<file path="config.mk">
export PLATFORM = sky130hd
export DESIGN_NAME = muldiv_seq
export DESIGN_NICKNAME = d
export VERILOG_FILES = /design/src/rtl/muldiv_seq.sv
export SDC_FILE = /design/constraint.sdc
export NUM_CORES = 1
export LEC_CHECK = 0
export CAP_MARGIN = 30
export CORE_UTILIZATION = 40
export DETAILED_ROUTE_END_ITERATION = 7
export GPL_ROUTABILITY_DRIVEN = 0
export GPL_TIMING_DRIVEN = 0
export MAX_ROUTING_LAYER = met4
export RECOVER_POWER = 100
export SYNTH_ARGS = -nofsm -noshare
export SYNTH_HDL_FRONTEND = slang
export SYNTH_SLANG_ARGS = --single-unit
</file>
<file path="constraint.sdc">
create_clock -name clk -period 3.8 [get_ports clk]
set_input_delay 0.76 -clock clk [delete_from_list [all_inputs] [get_ports clk]]
set_output_delay 0.76 -clock clk [all_outputs]
set_load 0.01 [all_outputs]
</file>
<file path="src/rtl/muldiv_seq.sv">
// Sequential signed multiply/divide: one adder, WIDTH iterations, sign fix-up at the end.
// Multiply is shift-add on magnitudes; divide is restoring with the quotient built LSB-in.
module muldiv_seq #(
  parameter int WIDTH = 32
) (
  input  logic             clk,
  input  logic             clr,
  input  logic             start,
  input  logic             op,
  input  logic [WIDTH-1:0] Y,
  input  logic [WIDTH-1:0] B,
  output logic             busy,
  output logic             done,
  output logic             div_zero,
  output logic [WIDTH-1:0] HI,
  output logic [WIDTH-1:0] LO
);
  localparam int CW = (WIDTH > 1) ? $clog2(WIDTH) : 1;

  typedef enum logic [1:0] {IDLE, CALC, FIX, DONE} state_e;

  state_e               state_q, state_d;
  logic [CW-1:0]        cnt_q, cnt_d;
  logic                 op_q, op_d, sy_q, sy_d, sb_q, sb_d;
  logic                 busy_q, busy_d, done_q, done_d;
  logic                 dz_q, dz_d, dzp_q, dzp_d;
  logic [WIDTH-1:0]     mc_q, mc_d, hi_q, hi_d, lo_q, lo_d;
  logic [WIDTH:0]       rem_q, rem_d;
  // Multiply: {partial high, remaining multiplier}. Divide: low half is dividend/quotient,
  // or the raw dividend on a divide-by-zero.
  logic [2*WIDTH-1:0]   acc_q, acc_d;

  logic [WIDTH-1:0]     y_mag, b_mag, quot_fix, rem_fix;
  logic [WIDTH:0]       mul_sum, div_sh, div_diff;
  logic [2*WIDTH-1:0]   prod_fix;

  assign y_mag    = Y[WIDTH-1] ? -Y : Y;
  assign b_mag    = B[WIDTH-1] ? -B : B;
  assign mul_sum  = {1'b0, acc_q[2*WIDTH-1:WIDTH]} + {1'b0, (acc_q[0] ? mc_q : {WIDTH{1'b0}})};
  assign div_sh   = {rem_q[WIDTH-1:0], acc_q[WIDTH-1]};
  assign div_diff = div_sh - {1'b0, mc_q};
  assign prod_fix = (sy_q ^ sb_q) ? -acc_q : acc_q;
  assign quot_fix = (sy_q ^ sb_q) ? -acc_q[WIDTH-1:0] : acc_q[WIDTH-1:0];
  assign rem_fix  = sy_q ? -rem_q[WIDTH-1:0] : rem_q[WIDTH-1:0];

  always_comb begin
    state_d = state_q;
    cnt_d   = cnt_q;
    op_d    = op_q;
    sy_d    = sy_q;
    sb_d    = sb_q;
    busy_d  = busy_q;
    done_d  = 1'b0;
    dz_d    = dz_q;
    dzp_d   = dzp_q;
    mc_d    = mc_q;
    hi_d    = hi_q;
    lo_d    = lo_q;
    rem_d   = rem_q;
    acc_d   = acc_q;
    case (state_q)
      IDLE: if (start) begin
        op_d  = op;
        sy_d  = Y[WIDTH-1];
        sb_d  = B[WIDTH-1];
        dz_d  = 1'b0;
        rem_d = '0;
        if (op && (B == '0)) begin
          dzp_d   = 1'b1;
          acc_d   = {{WIDTH{1'b0}}, Y};
          state_d = DONE;
        end else begin
          dzp_d   = 1'b0;
          busy_d  = 1'b1;
          cnt_d   = CW'(WIDTH - 1);
          mc_d    = op ? b_mag : y_mag;
          acc_d   = {{WIDTH{1'b0}}, (op ? y_mag : b_mag)};
          state_d = CALC;
        end
      end
      CALC: begin
        if (op_q) begin
          // Restoring step: keep the difference only when it did not go negative.
          if (!div_diff[WIDTH]) begin
            rem_d              = div_diff;
            acc_d[WIDTH-1:0]   = {acc_q[WIDTH-2:0], 1'b1};
          end else begin
            rem_d              = div_sh;
            acc_d[WIDTH-1:0]   = {acc_q[WIDTH-2:0], 1'b0};
          end
        end else begin
          acc_d = {mul_sum, acc_q[WIDTH-1:1]};
        end
        cnt_d = cnt_q - 1'b1;
        if (cnt_q == '0) state_d = FIX;
      end
      FIX: begin
        busy_d  = 1'b0;
        done_d  = 1'b1;
        hi_d    = op_q ? rem_fix  : prod_fix[2*WIDTH-1:WIDTH];
        lo_d    = op_q ? quot_fix : prod_fix[WIDTH-1:0];
        state_d = DONE;
      end
      DONE: begin
        if (dzp_q) begin
          hi_d   = acc_q[WIDTH-1:0];
          lo_d   = '1;
          dz_d   = 1'b1;
          done_d = 1'b1;
          dzp_d  = 1'b0;
        end
        state_d = IDLE;
      end
      default: state_d = IDLE;
    endcase
  end

  always_ff @(posedge clk) begin
    if (clr) begin
      state_q <= IDLE;
      cnt_q   <= '0;
      op_q    <= 1'b0;
      sy_q    <= 1'b0;
      sb_q    <= 1'b0;
      busy_q  <= 1'b0;
      done_q  <= 1'b0;
      dz_q    <= 1'b0;
      dzp_q   <= 1'b0;
      mc_q    <= '0;
      hi_q    <= '0;
      lo_q    <= '0;
      rem_q   <= '0;
      acc_q   <= '0;
    end else begin
      state_q <= state_d;
      cnt_q   <= cnt_d;
      op_q    <= op_d;
      sy_q    <= sy_d;
      sb_q    <= sb_d;
      busy_q  <= busy_d;
      done_q  <= done_d;
      dz_q    <= dz_d;
      dzp_q   <= dzp_d;
      mc_q    <= mc_d;
      hi_q    <= hi_d;
      lo_q    <= lo_d;
      rem_q   <= rem_d;
      acc_q   <= acc_d;
    end
  end

  assign busy     = busy_q;
  assign done     = done_q;
  assign div_zero = dz_q;
  assign HI       = hi_q;
  assign LO       = lo_q;
endmodule

</file>
# After elaboration in Yosys (flattened, before gate mapping)
# Index checks and enable logic that the tools add are counted.
# W data, S select, Z words.
# word_totals
word_cells	95
input_bits	68
ram_bits	0
memories	0
mem_bits_ro	0
latch_bits	0
regBits	206
# classes
shifts	0
order_cmp	0
n_mux	42
bitwise	2
n_eq_ne	9
add_sub_neg	8
reduce_logical	19
multipliers	0
div	0
# op_table
operator	count
$mux W32	17
$pmux W32 S2	3
$mux W64	2
$neg A32 Y32	4
$pmux W64 S2	1
$neg A64 Y64	1
$add A32 B32 Y33	1
$sub A33 B32 Y33	1
$logic_not A32 Y1	1
$reduce_and A3 Y1	6
$ne A2 B2 Y1 const B	6
$mux W5	2
$pmux W5 S2	1
$reduce_and A2 Y1	5
$mux W1	8
$pmux W1 S2	4
$pmux W2 S4	1
$reduce_bool A2 Y1	4
$mux W2	3
$logic_not A5 Y1	1
$sub A5 B1 Y5 const B	1
$eq A2 B2 Y1 const B	2
$eq A2 B1 Y1 const B	1
$logic_not A2 Y1	1
other kinds (3)	3

# Longest topological paths before layout
# Gate-level depths: netlist (run 1).
# depth
ltp_word	6
depth_mapped	16

# Worst setup path before layout (run 1)
# No wires, ideal clock.
# synth_path
path_kind	in2reg
startpoint	input B[0]
endpoint	register acc_q[30]
cell_stages	13
setup_time_ns	0.128
arrival_ns	3.334
path_buffers	2
setup_slack_ns	0.338
cell_sequence	inv_1 -> ha_1 -> or4b_4 -> or3_4 -> nor3_4 -> nand3_4 -> or3b_1 -> buf_2 -> buf_6 -> o221ai_1 -> a21oi_1 -> a221oi_1 -> nor2_1
# synth_between
elab_chain_cells	6
# synth_lines
element	line_no	source
start: declaration	11	input logic [WIDTH-1:0] B,
$neg A32 Y32	38	assign b_mag = B[WIDTH-1] ? -B : B;
$mux W32	38	
$mux W32	77	acc_d = {{WIDTH{1'b0}}, (op ? y_mag : b_mag)};
$mux W32 (*)	68	if (op && (B == '0)) begin
$mux W64 (*)	62	IDLE: if (start) begin
$pmux W64 S2 (*)	61	case (state_q)
end signal: assignment	133	acc_q <= '0;
end signal: assignment	148	acc_q <= acc_d;
end: declaration	31	logic [2*WIDTH-1:0] acc_q, acc_d;
# Every way passes the cells marked *; elsewhere a longest branch is shown, timed or not. The select of a mux whose other input is x is not followed.
# A chain may end at the register's enable or synchronous reset.

# Final worst setup path (run 1)
# layout_path
startpoint	input B[25]
endpoint	register acc_q[18]
# layout_between
elab_chain_cells	5
# layout_lines
element	line_no
$logic_not A32 Y1	68
$logic_and A1 B1 Y1	68
$mux W32	68
$mux W64	62
$pmux W64 S2	61
# No other way between the ends. The select of a mux whose other input is x is not followed.

==> results of run 1 <==
critical path, stage by stage:
cell and delay (ps):
clkdlybuf4s50_1 470, or4_1 600, nor4_1 830, nor3b_4 360, buf_12 160, clkbuf_2 180
nor2_1 80, xnor2_1 170, a211oi_2 480, a211oi_1 90, nor3_1 150
final cells by class:
class | count | area [um2] | area share
plain buffers | 143 | 623 | 0.0318
clock inverters | 16 | 250 | 0.0128
inverters | 65 | 248 | 0.0126
well taps | 525 | 657 | 0.0335
flip-flops and latches | 206 | 4130 | 0.211
clock buffers | 31 | 719 | 0.0367
multi-input cells | 1801 | 11600 | 0.591
repair buffers | 139 | 1380 | 0.0706
diodes | 1 | 2.50 | 0.000128
worst min path at each step:
stage | startpoint | endpoint | slack (ps) | cells past startpoint
6_report | mc_q[8] | mc_q[8] | 460 | 2
5_1_grt | mc_q[10] | mc_q[10] | 490 | 2
4_1_cts | mc_q[5] | mc_q[5] | 460 | 2
3_5_place_dp | mc_q[5] | mc_q[5] | 450 | 2
3_3_place_gp | mc_q[3] | mc_q[3] | 440 | 2
2_1_floorplan | mc_q[22] | mc_q[22] | 430 | 2
power breakdown:
part | internal [mW] | leakage, nW | switching [mW] | total (mW)
logic | 2.05 | 5.66 | 3.56 | 5.61
registers | 2.61 | 1.68 | 0.424 | 3.04
clock network | 1.70 | 0.473 | 1.10 | 2.80
total | 6.36 | 7.81 | 5.08 | 11.4
state kept, by name (all words and copies together), names as in the netlist:
name and flops:
acc_q 64, HI 32, LO 32, mc_q 32, rem_q 32, cnt_q 5
state_q 2, busy 1, div_zero 1, done 1, dzp_q 1, op_q 1
sb_q 1, sy_q 1
layer usage:
layer / GRT usage / vias up
li1: - / 8275
met3: 0.0373 / 184
met5: - / -
met4: 0.133 / 0
met1: 0.425 / 8299
met2: 0.475 / 934
through the flow:
stage	cells	utilization	hold slack, ps
finish	2927	0.489	461
global route	2927	0.489	490
CTS	2923	0.485	461
detailed placement	2873	0.458	452
global placement	2873	0.458	443
floorplan	2217	-	432
timing repair:
| action | 4_1_cts | 5_1_grt |
|---|---|---|
| resized for setup | 20 | 41 |
| pin swaps | 3 | 12 |
| setup endpoints to repair | 111 | 64 |
| gates cloned | 0 | 0 |
| hold buffers | 0 | 0 |
| setup buffers | 5 | 3 |
cells by family (layout without fill, tap and decap cells):
family                   count (synthesis)  in the layout  share of synthesized area
adder cells (fa/ha/maj)                 77             77                     0.0597
other                                    0              1                          0
XOR/XNOR                               222            222                      0.119
flip-flops                             206            206                      0.252
buffers and inverters                  210            394                     0.0518
AO/OA/AOI/OAI                          639            639                      0.254
AND/OR/NAND/NOR                        790            790                      0.219
multiplexers                            73             73                     0.0454
layout by cell type (no fill, tap or decap), drive strengths merged, types with 9 or more instances in the layout:
cell,synthesis,final
a211oi,47,47
a21o,27,27
a21oi,163,163
a22o,14,14
a22oi,12,12
a311oi,15,15
a31oi,26,26
and2,15,15
buf,34,34
clkbuf,110,147
clkdlybuf4s50,0,63
clkinv,1,10
dfxtp,206,206
dlygate4sd3,0,67
ha,75,75
inv,64,63
mux2,11,11
mux2i,62,62
nand2,264,264
nand2b,32,32
nand3,40,40
nand3b,9,9
nand4,12,12
nor2,270,270
nor2b,12,12
nor3,54,54
nor4,13,13
o211ai,32,32
o21ai,138,138
o22ai,38,38
o31ai,34,34
o41ai,17,17
or3,27,27
or4,17,17
xnor2,130,130
xor2,92,92
==> PnR_summary.wiki, run 1 <==
{| class="wikitable"
! Metric !! Value
|-
| Skew-Pair Late Insertion Delay || 590 ps
|-
| Largest fanout of any net on the critical path || 6
|-
| First-pass GRT wire length || 98800 um
|-
| Worst setup path class || primary input to flip-flop
|-
| DRC Markers || 0
|-
| Number of enable flip-flop cells after synthesis || 0
|-
| Biggest area consumer among synthesized cells || dfxtp_1
|-
| Uppermost layer routed || met4
|-
| Number of global-route vias before repair || 16571
|-
| Worst setup timing slack at the placement stage || -1170 ps
|-
| Number of buffer cells added on primary ports || 131
|-
| Largest net degree at the start of global routing || 15
|-
| Setup repair after global routing missed its margin || yes
|-
| Layout fillers || 4020
|-
| Number of levels the H-tree was split into || 1
|-
| Setup slack after layout || -16.8 ps
|-
| Row count || 73
|-
| Die outline height || 204 um
|-
| Time the worst path needs with I/O delays and setup || 3820 ps
|-
| Clock tree from TritonCTS || built
|-
| Maximum ir drop on the vdd rail || 381 uV
|-
| Met3 routed WL || 6150 um
|-
| I/O pins || 135
|-
| Worst Hold Class || flip-flop to flip-flop
|-
| R2R cell count || 13
|-
| Post-Route WL || 64700 um
|-
| GRT overflow || 0
|-
| Routed length on met2 || 27800 um
|-
| Peak Freq || 0.262 GHz
|-
| Effective utilization at floorplan || 0.409
|-
| Number of distinct library cell variants in the gate-level netlist after synthesis || 83
|-
| Count of endpoints failing setup in the final report || 1
|-
| Maxcap violations || 0
|-
| Post-synth top cells || nor2_1 (270), nand2_1 (264), dfxtp_1 (206)
|-
| Synth warn || 0
|-
| Total clock sinks || 206
|-
| CTS root buffer || clkbuf_16
|-
| Pin slew with the least headroom to its limit || 1050 ps
|-
| Count of mapped cells out of synthesis || 2217
|-
| Area Growth Syn to Fin || 19.5%
|-
| Count of endpoints failing hold in the final timing report || 0
|-
| Aggregate negative setup slack || -16.8 ps
|-
| Total chip power || 11.4 mW
|-
| Post-synthesis sequential element count || 206
|-
| Capturing point of the worst reg2reg path || HI[8]
|-
| Drt via density || 6.04
|-
| Top cell type's share of synthesized area || 0.252
|-
| Crit end category || flip-flop
|-
| PD cells || 584 nW/um2
|-
| Most numerous cell in the Yosys netlist || nor2_1
|-
| Tot GR Track Use || 0.316
|-
| Average cell area after synthesis || 7.39 um2
|-
| Die W || 204 um
|-
| Count of final max-slew check failures || 0
|-
| Cell area reported after detailed placement || 18400 um2
|-
| Starting DRT DRC Count || 2025
|-
| Met1 layer wirelength in the final routing || 27700 um
|-
| Clock Path Buffers || 3
|-
| Result of the run || finished with violations
|-
| CTS buffer count || 26
|-
| Headroom to the max-slew limit || 0.292
|-
| Synthesized netlist net count || 2362
|-
| Worst r2r src || acc_q[0]
|-
| Leading cell types by total area after synthesis || dfxtp_1 (25%), xnor2_1 (6.9%), nor2_1 (6.2%), nand2_1 (6.0%), ha_1 (5.7%)
|-
| Mean routed wirelength per cell || 22.1 um
|-
| Number of routed nets with antenna violations || 0
|-
| Std-Cell Core Area || 40100 um2
|-
| Post-layout net count || 2527
|-
| Violations in the final reports || negative setup slack
|-
| Critical path capture point || acc_q[18]
|-
| Worst setup SP type || primary input
|-
| Share of layout cells above drive strength 1 || 0.0625
|-
| Part of the Yosys area used for sequential elements || 0.252
|-
| Worst setup slack for register-to-register paths || 40 ps
|-
| Cell area after synthesis || 16400 um2
|-
| Post-detail-place hpwl || 51000 um
|-
| Initial antenna violation count || 1
|-
| Critical Path Source || B[25]
|-
| Most instantiated flip-flop cell in the synthesis netlist || dfxtp_1
|-
| Leakage power || 7.81 nW
|-
| Fraction of registers with async set or reset after synthesis || 0
|-
| WP data arrival || 4320 ps
|-
| Clock Skews || 21.5 ps
|-
| Drt pass-1 iters || 6
|-
| Data required time of the worst path || 4310 ps
|-
| Clock slew at reported path FFs || 60 ps
|-
| Overall via count from detail_route || 17692
|-
| Die Outline Area || 41800 um2
|-
| Final design area excluding fillers || 19600 um2
|-
| Final cycle utilization of the critical path || 1.00
|}
Note: power is estimated with default switching activity, not from simulation.
==> inputs of run 2 (changes only) <==
SETUP_SLACK_MARGIN = 0.02   (was not set)
clock period = 3.1 ns   (was 3.8 ns; I/O delays follow)
==> run 2 against run 1 <==
The flow still finishes with violations (negative setup slack); final cell count rose by 2.4%; register-to-register slack got worse by 170 ps; sequential power rose by 24%; die area did not move; routed wire length rose by 3.6%; critical path type is now flip-flop to flip-flop.
==> PnR_summary.wiki, run 2 (synthesis gave the netlist of run 1 again) <==
{| class="wikitable"
! Metric !! Value
|-
| Result of the run || finished with violations
|-
| Violations in the final reports || negative setup slack
|-
| Most frequent CP cell || o311ai_4
|-
| Category of cells accounting for the largest share of critical-path delay || compound AO/OA/AOI/OAI gates
|-
| Critical path's slowest cell || dfxtp_4
|-
| Post-detail-place hpwl || 51000 um
|-
| Most common cell after layout, fill and taps aside || nand2_1
|-
| Post-layout net count || 2599
|-
| Number of global-route vias before repair || 16591
|-
| Layout fillers || 3796
|-
| WP data arrival || 3660 ps
|-
| Drt via density || 6.12
|-
| Die outline height || 204 um
|-
| Clock tree from TritonCTS || built
|-
| Count of endpoints failing hold in the final timing report || 0
|-
| CTS root buffer || clkbuf_16
|-
| DRC Markers || 0
|-
| Count of final max-slew check failures || 0
|-
| Mean routed wirelength per cell || 22.4 um
|-
| Count of endpoints failing setup in the final report || 8
|-
| Worst setup SP type || flip-flop
|-
| Setup slack after layout || -128 ps
|-
| Post-Route WL || 67000 um
|-
| Setup repair after global routing missed its margin || yes
|-
| Skew-Pair Late Insertion Delay || 560 ps
|-
| Aggregate negative setup slack || -439 ps
|-
| R2R cell count || 15
|-
| Pin slew with the least headroom to its limit || 843 ps
|-
| Clock slew at reported path FFs || 70 ps
|-
| Final design area excluding fillers || 21300 um2
|-
| Worst Hold Class || flip-flop to flip-flop
|-
| Combined buffer and inverter count along the critical path || 3
|-
| Overall via count from detail_route || 18331
|-
| Largest net degree at the start of global routing || 15
|-
| Final cycle utilization of the critical path || 1.04
|-
| Std-Cell Core Area || 40100 um2
|-
| Capturing point of the worst reg2reg path || acc_q[57]
|-
| Effective utilization at floorplan || 0.409
|-
| CTS buffer count || 24
|-
| Clock Skews || 24.5 ps
|-
| Number of buffer cells added on primary ports || 131
|-
| Hold path cells || 2
|-
| Destination of the worst hold path || mc_q[8]
|-
| Number of routed nets with antenna violations || 0
|-
| Worst hold slack || 457 ps
|-
| Data required time of the worst path || 3530 ps
|-
| Starting DRT DRC Count || 2016
|-
| I/O pins || 135
|-
| Worst r2r src || acc_q[0]
|-
| GRT overflow || 0
|-
| Drt pass-1 iters || 7
|-
| Most used cells in the layout excluding fill and tap cells || nand2_1 (254), nor2_1 (249), dfxtp_1 (194)
|-
| Peak Freq || 0.310 GHz
|-
| Worst setup slack for register-to-register paths || -130 ps
|-
| Area Growth Syn to Fin || 29.8%
|-
| Maximum ir drop on the vdd rail || 495 uV
|-
| Headroom to the max-slew limit || 0.438
|-
| Die Outline Area || 41800 um2
|-
| Time the worst path needs with I/O delays and setup || 3230 ps
|-
| Max reg flops || 64
|-
| Cell area reported after detailed placement || 18500 um2
|-
| Crit end category || flip-flop
|-
| Maxcap violations || 0
|-
| Register containing the most flip-flops in the final layout || acc_q
|-
| Share of layout cells above drive strength 1 || 0.163
|-
| Leakage power || 8.48 nW
|-
| PD cells || 685 nW/um2
|-
| Tot GR Track Use || 0.318
|-
| Total clock sinks || 206
|-
| Number of levels the H-tree was split into || 1
|-
| Die W || 204 um
|-
| Sequence of cells on the critical path || clkinvlp_4 -> buf_6 -> buf_12 -> nor2_4 -> ha_4 -> nand3_4 -> nor4_4 -> o311ai_4 -> nand3_2 -> a31oi_4 -> o21ba_4 -> o311ai_4 -> o31ai_2 -> mux2i_1 -> a221o_1
|-
| Largest stage delay on the critical path || 380 ps
|-
| Clock Path Buffers || 3
|-
| First-pass GRT wire length || 99400 um
|-
| Worst setup path class || flip-flop to flip-flop
|-
| Row count || 73
|-
| Worst Min Path Start || mc_q[8]
|-
| Largest fanout of any net on the critical path || 10
|-
| Initial antenna violation count || 2
|}
run 2: worst min-delay path, cell delays in order, from the launching register on:
cell and delay (ps):
dfxtp_1 310, nand2_1 50, a21oi_1 50
run 2: per-stage QoR:
stage	setup slack (ps)	power (mW)	utilization	instances
finish	-128	14.6	0.531	2997
global route	-217	15.3	0.531	2997
CTS	-130	14.1	0.507	2958
detailed placement	-1720	10.5	0.460	2873
global placement	-1680	10.4	0.460	2873
floorplan	-178	8.08	-	2217
run 2: layout make-up:
cell class	count	area (um2)	area share
Tap cell	525	657	0.0309
Inverter	65	273	0.0128
Multi-Input combinational cell	1801	12600	0.591
Clock inverter	16	234	0.0110
Clock buffer	27	632	0.0297
Antenna cell	1	2.50	0.000118
Sequential cell	206	4140	0.195
Buffer	135	692	0.0325
Timing Repair Buffer	221	2060	0.0970
run 2: what timing repair did:
item,CTS,global route
gates cloned,0,1
gates resized for setup,177,186
hold buffers,0,0
pin swaps,65,99
setup buffers,43,47
setup endpoints to repair,160,127
run 2: per-layer routing:
metal	global-route usage	vias to the layer above	wire length, um
met5	-	-	0
met4	0.136	0	3290
met3	0.0419	190	6260
met2	0.482	1020	29100
met1	0.420	8684	28300
li1	-	8437	-
run 2: worst max path at each step:
stage | from | to | cells after the start
after global placement | B[0] | acc_q[13] | 13
final | acc_q[0] | acc_q[57] | 15
after detailed placement | B[0] | acc_q[13] | 13
after floorplan | B[1] | acc_q[30] | 13
after CTS | acc_q[0] | acc_q[57] | 16
after global routing | acc_q[0] | acc_q[57] | 15
run 2: power breakdown:
part,leakage [nW],switching (mW),internal (mW)
Clock,0.419,1.24,1.89
Combinational,6.38,4.65,3.03
Sequential,1.69,0.562,3.21
==> RTL change (flow settings as in run 2) <==
The 4 states of `state_e` get a Gray code encoding in 2 bits.
--- a/src/rtl/muldiv_seq.sv
+++ b/src/rtl/muldiv_seq.sv
@@ -19,3 +19,3 @@
 
-  typedef enum logic [1:0] {IDLE, CALC, FIX, DONE} state_e;
+  typedef enum logic [1:0] {IDLE = 2'b00, CALC = 2'b01, FIX = 2'b11, DONE = 2'b10} state_e;
 
Formal check against the unedited RTL: no difference found for any inputs over 4 cycles, from zero or initial values; so few cycles prove little.
==> RTL change against run 2 <==
The run still ends with setup timing left; non-clock buffer count decreased by 21; sequential share of layout area rose by 0.80 points; count of clock-buffer cells in the layout increased by 13; utilization is 0.68 points lower; area after synthesis decreased by 2.8%; synthesized cell count shrank 2.7%; routed wire length shrank 1.1%; worst setup slack improved by 0.081 ns; design area fell by 4.0%; sequential cell count unchanged; highest routed layer unchanged.
Power is not compared: it rests on default switching activity, and its combinational part moved more than twofold at a synthesized area within 25%.
==> RTL change: results (changes against run 2) <==
stage	metric	value	unit	change
power_and_ir_drop	peakVddDrop	0.000382	V	
clocking	clock_latency	0.56	ns	about the same
cells_and_area	diodes	0		was 1
cells_and_area	largest_reg_flops	64		unchanged
cells_and_area	fin_nets	2504		was 2,599
power_and_ir_drop	p_leak	7.96	nW	
status	violations	setup timing		unchanged
logic_synthesis	yosys_warnings	0		unchanged
logic_synthesis	syn_nets	2297		was 2,362
clocking	clkTransAtPathRegs	0.06	ns	
clocking	htreeDepth	1		unchanged
timing	skew	0.0221	ns	was 0.0245 ns
timing	slew_headroom	0.340		was 0.438
logic_synthesis	synth.distinct_cells	70		was 83
clocking	cts_made_buffers	25		was 24
routing	dr_total_vias	17600		was 18,300
logic_synthesis	synthTopCellsByArea	dfxtp_1, xnor2_1, a21oi_1		was dfxtp_1, xnor2_1, nor2_1
cells_and_area	drive_gt1_frac	0.132		was 0.163
routing	drt_first_iter_violations	1901		was 2,016
setup_path	crit_arrival	3.59	ns	was 3.66 ns
timing	report.final.setup_viol	10		was 8
clocking	cts-root-buf	clkbuf_16		unchanged
grt	grt_first_pass_wirelength	98700	µm	was 99,400 µm
placed_design	io_buffer_count	130		was 131
cells_and_area	fillCellCount	3751		was 3,796
grt	grt.total_usage	0.325		was 0.318
grt	grt_antenna_before_repair	0		was 2
logic_synthesis	synth_commonest_cells	nor2_1, dfxtp_1, nand2_1		was nor2_1, nand2_1, dfxtp_1
clocking	cts_buffer_depth	3		unchanged
routing	wire_per_inst	22.8	µm	was 22.4 µm
logic_synthesis	synthArstFlopShare	0		unchanged
min_path	hp-class	input port to flop		was flop to flop
cells_and_area	top_register	acc_q		unchanged
placed_design	dp_hpwl	51500	µm	was 51,000 µm
logic_synthesis	ys_seq_area_frac	0.259		was 0.252
grt	grt_pass1_vias	16400		was 16,600
routing	first_pass_iters	6		was 7
timing	fin_ws	-0.0465	ns	was -0.128 ns
setup_path	crit_path_max_fanout	5		was 10
grt	grt_max_degree	13		was 15
status	status	complete, but fails checks		unchanged
## RTL change: changes by cell type in the layout (fill, tap and decap cells not counted), sizes merged, moves of 30 or more
cell / run 2 / this run
o21ai: 138 / 175
nand2: 264 / 200
clkbuf: 135 / 169
nor2: 270 / 238
buf: 125 / 90
o22ai: 38 / 8
## RTL change: stage by stage
| stage | cells | setup TNS [ns] | area [µm²] | setup WS (ns) | hold slack [ns] |
|---|---|---|---|---|---|
| after global routing | 2901 | -3.04 | 20400 | -0.145 | 0.489 |
| after CTS | 2882 | -0.0178 | 19800 | -0.0178 | 0.436 |
| final | 2901 | -0.182 | 20400 | -0.0465 | 0.443 |
| after detailed placement | 2805 | -110.76 | 18100 | -1.34 | 0.446 |
| after floorplan | 2157 | -4.75 | 16100 | -0.192 | 0.432 |
| after global placement | 2805 | -109.54 | 18100 | -1.35 | 0.444 |
## RTL change: cells by family (layout without fill, tap and decap cells)
| group | Yosys count | after routing | synth area share |
|---|---|---|---|
| xor+xnor | 195 | 195 | 0.107 |
| buf+inv | 218 | 444 | 0.0533 |
| mux | 69 | 69 | 0.0437 |
| compound gates | 678 | 678 | 0.269 |
| flops | 206 | 206 | 0.259 |
| simple gates | 719 | 719 | 0.210 |
| fa+ha+maj | 72 | 72 | 0.0575 |
## RTL change: what timing repair did
item / in CTS / in global routing
gates resized for setup: 191 / 152
buffers inserted: 33 / 23
gates cloned: 2 / 3
pin swaps: 46 / 58
endpoints found under the setup margin: 165 / 130
## RTL change: worst paths after layout
| kind | depth (start not counted) | to | startpoint | slack [ns] |
|---|---|---|---|---|
| worst min register to register | 2 | mc_q[28] | mc_q[28] | 0.46 |
| worst min-delay path | 3 | acc_q[11] | Y[11] | 0.44 |
| worst max-delay path | 9 | acc_q[31] | Y[19] | -0.05 |
| worst max register to register | 16 | rem_q[19] | acc_q[31] | -0.04 |
## RTL change: routing by layer
| layer | part of all wire | GRT usage |
|---|---|---|
| met1 | 0.42 | 0.415 |
| met2 | 0.44 | 0.503 |
| met3 | 0.087 | 0.0415 |
| met4 | 0.054 | 0.160 |
| met5 | 0 | - |
## RTL change: worst max-delay path, stage by stage
cell      delay, ns
buf_2          0.14
or4_4          0.52
or3_4          0.41
or3_4          0.34
or3_4          0.34
or4b_4         0.49
o211ai_1       0.24
o211ai_1       0.20
a221oi_2       0.29
## RTL change: layout make-up
class                   instances  area share
inverters                      63      0.0122
plain buffers                 146      0.0360
clock buffers                  40      0.0373
flip-flops and latches        206       0.203
clock inverters                 6     0.00441
well taps                     518      0.0317
multi-input cells            1733       0.585
repair buffers                189      0.0910
## RTL change: power breakdown
group	total (W)	switching, W	internal (W)
Clock	0.00306	0.00121	0.00185
Sequential	0.00292	0.000157	0.00276
Combinational	0.00236	0.00146	0.000901
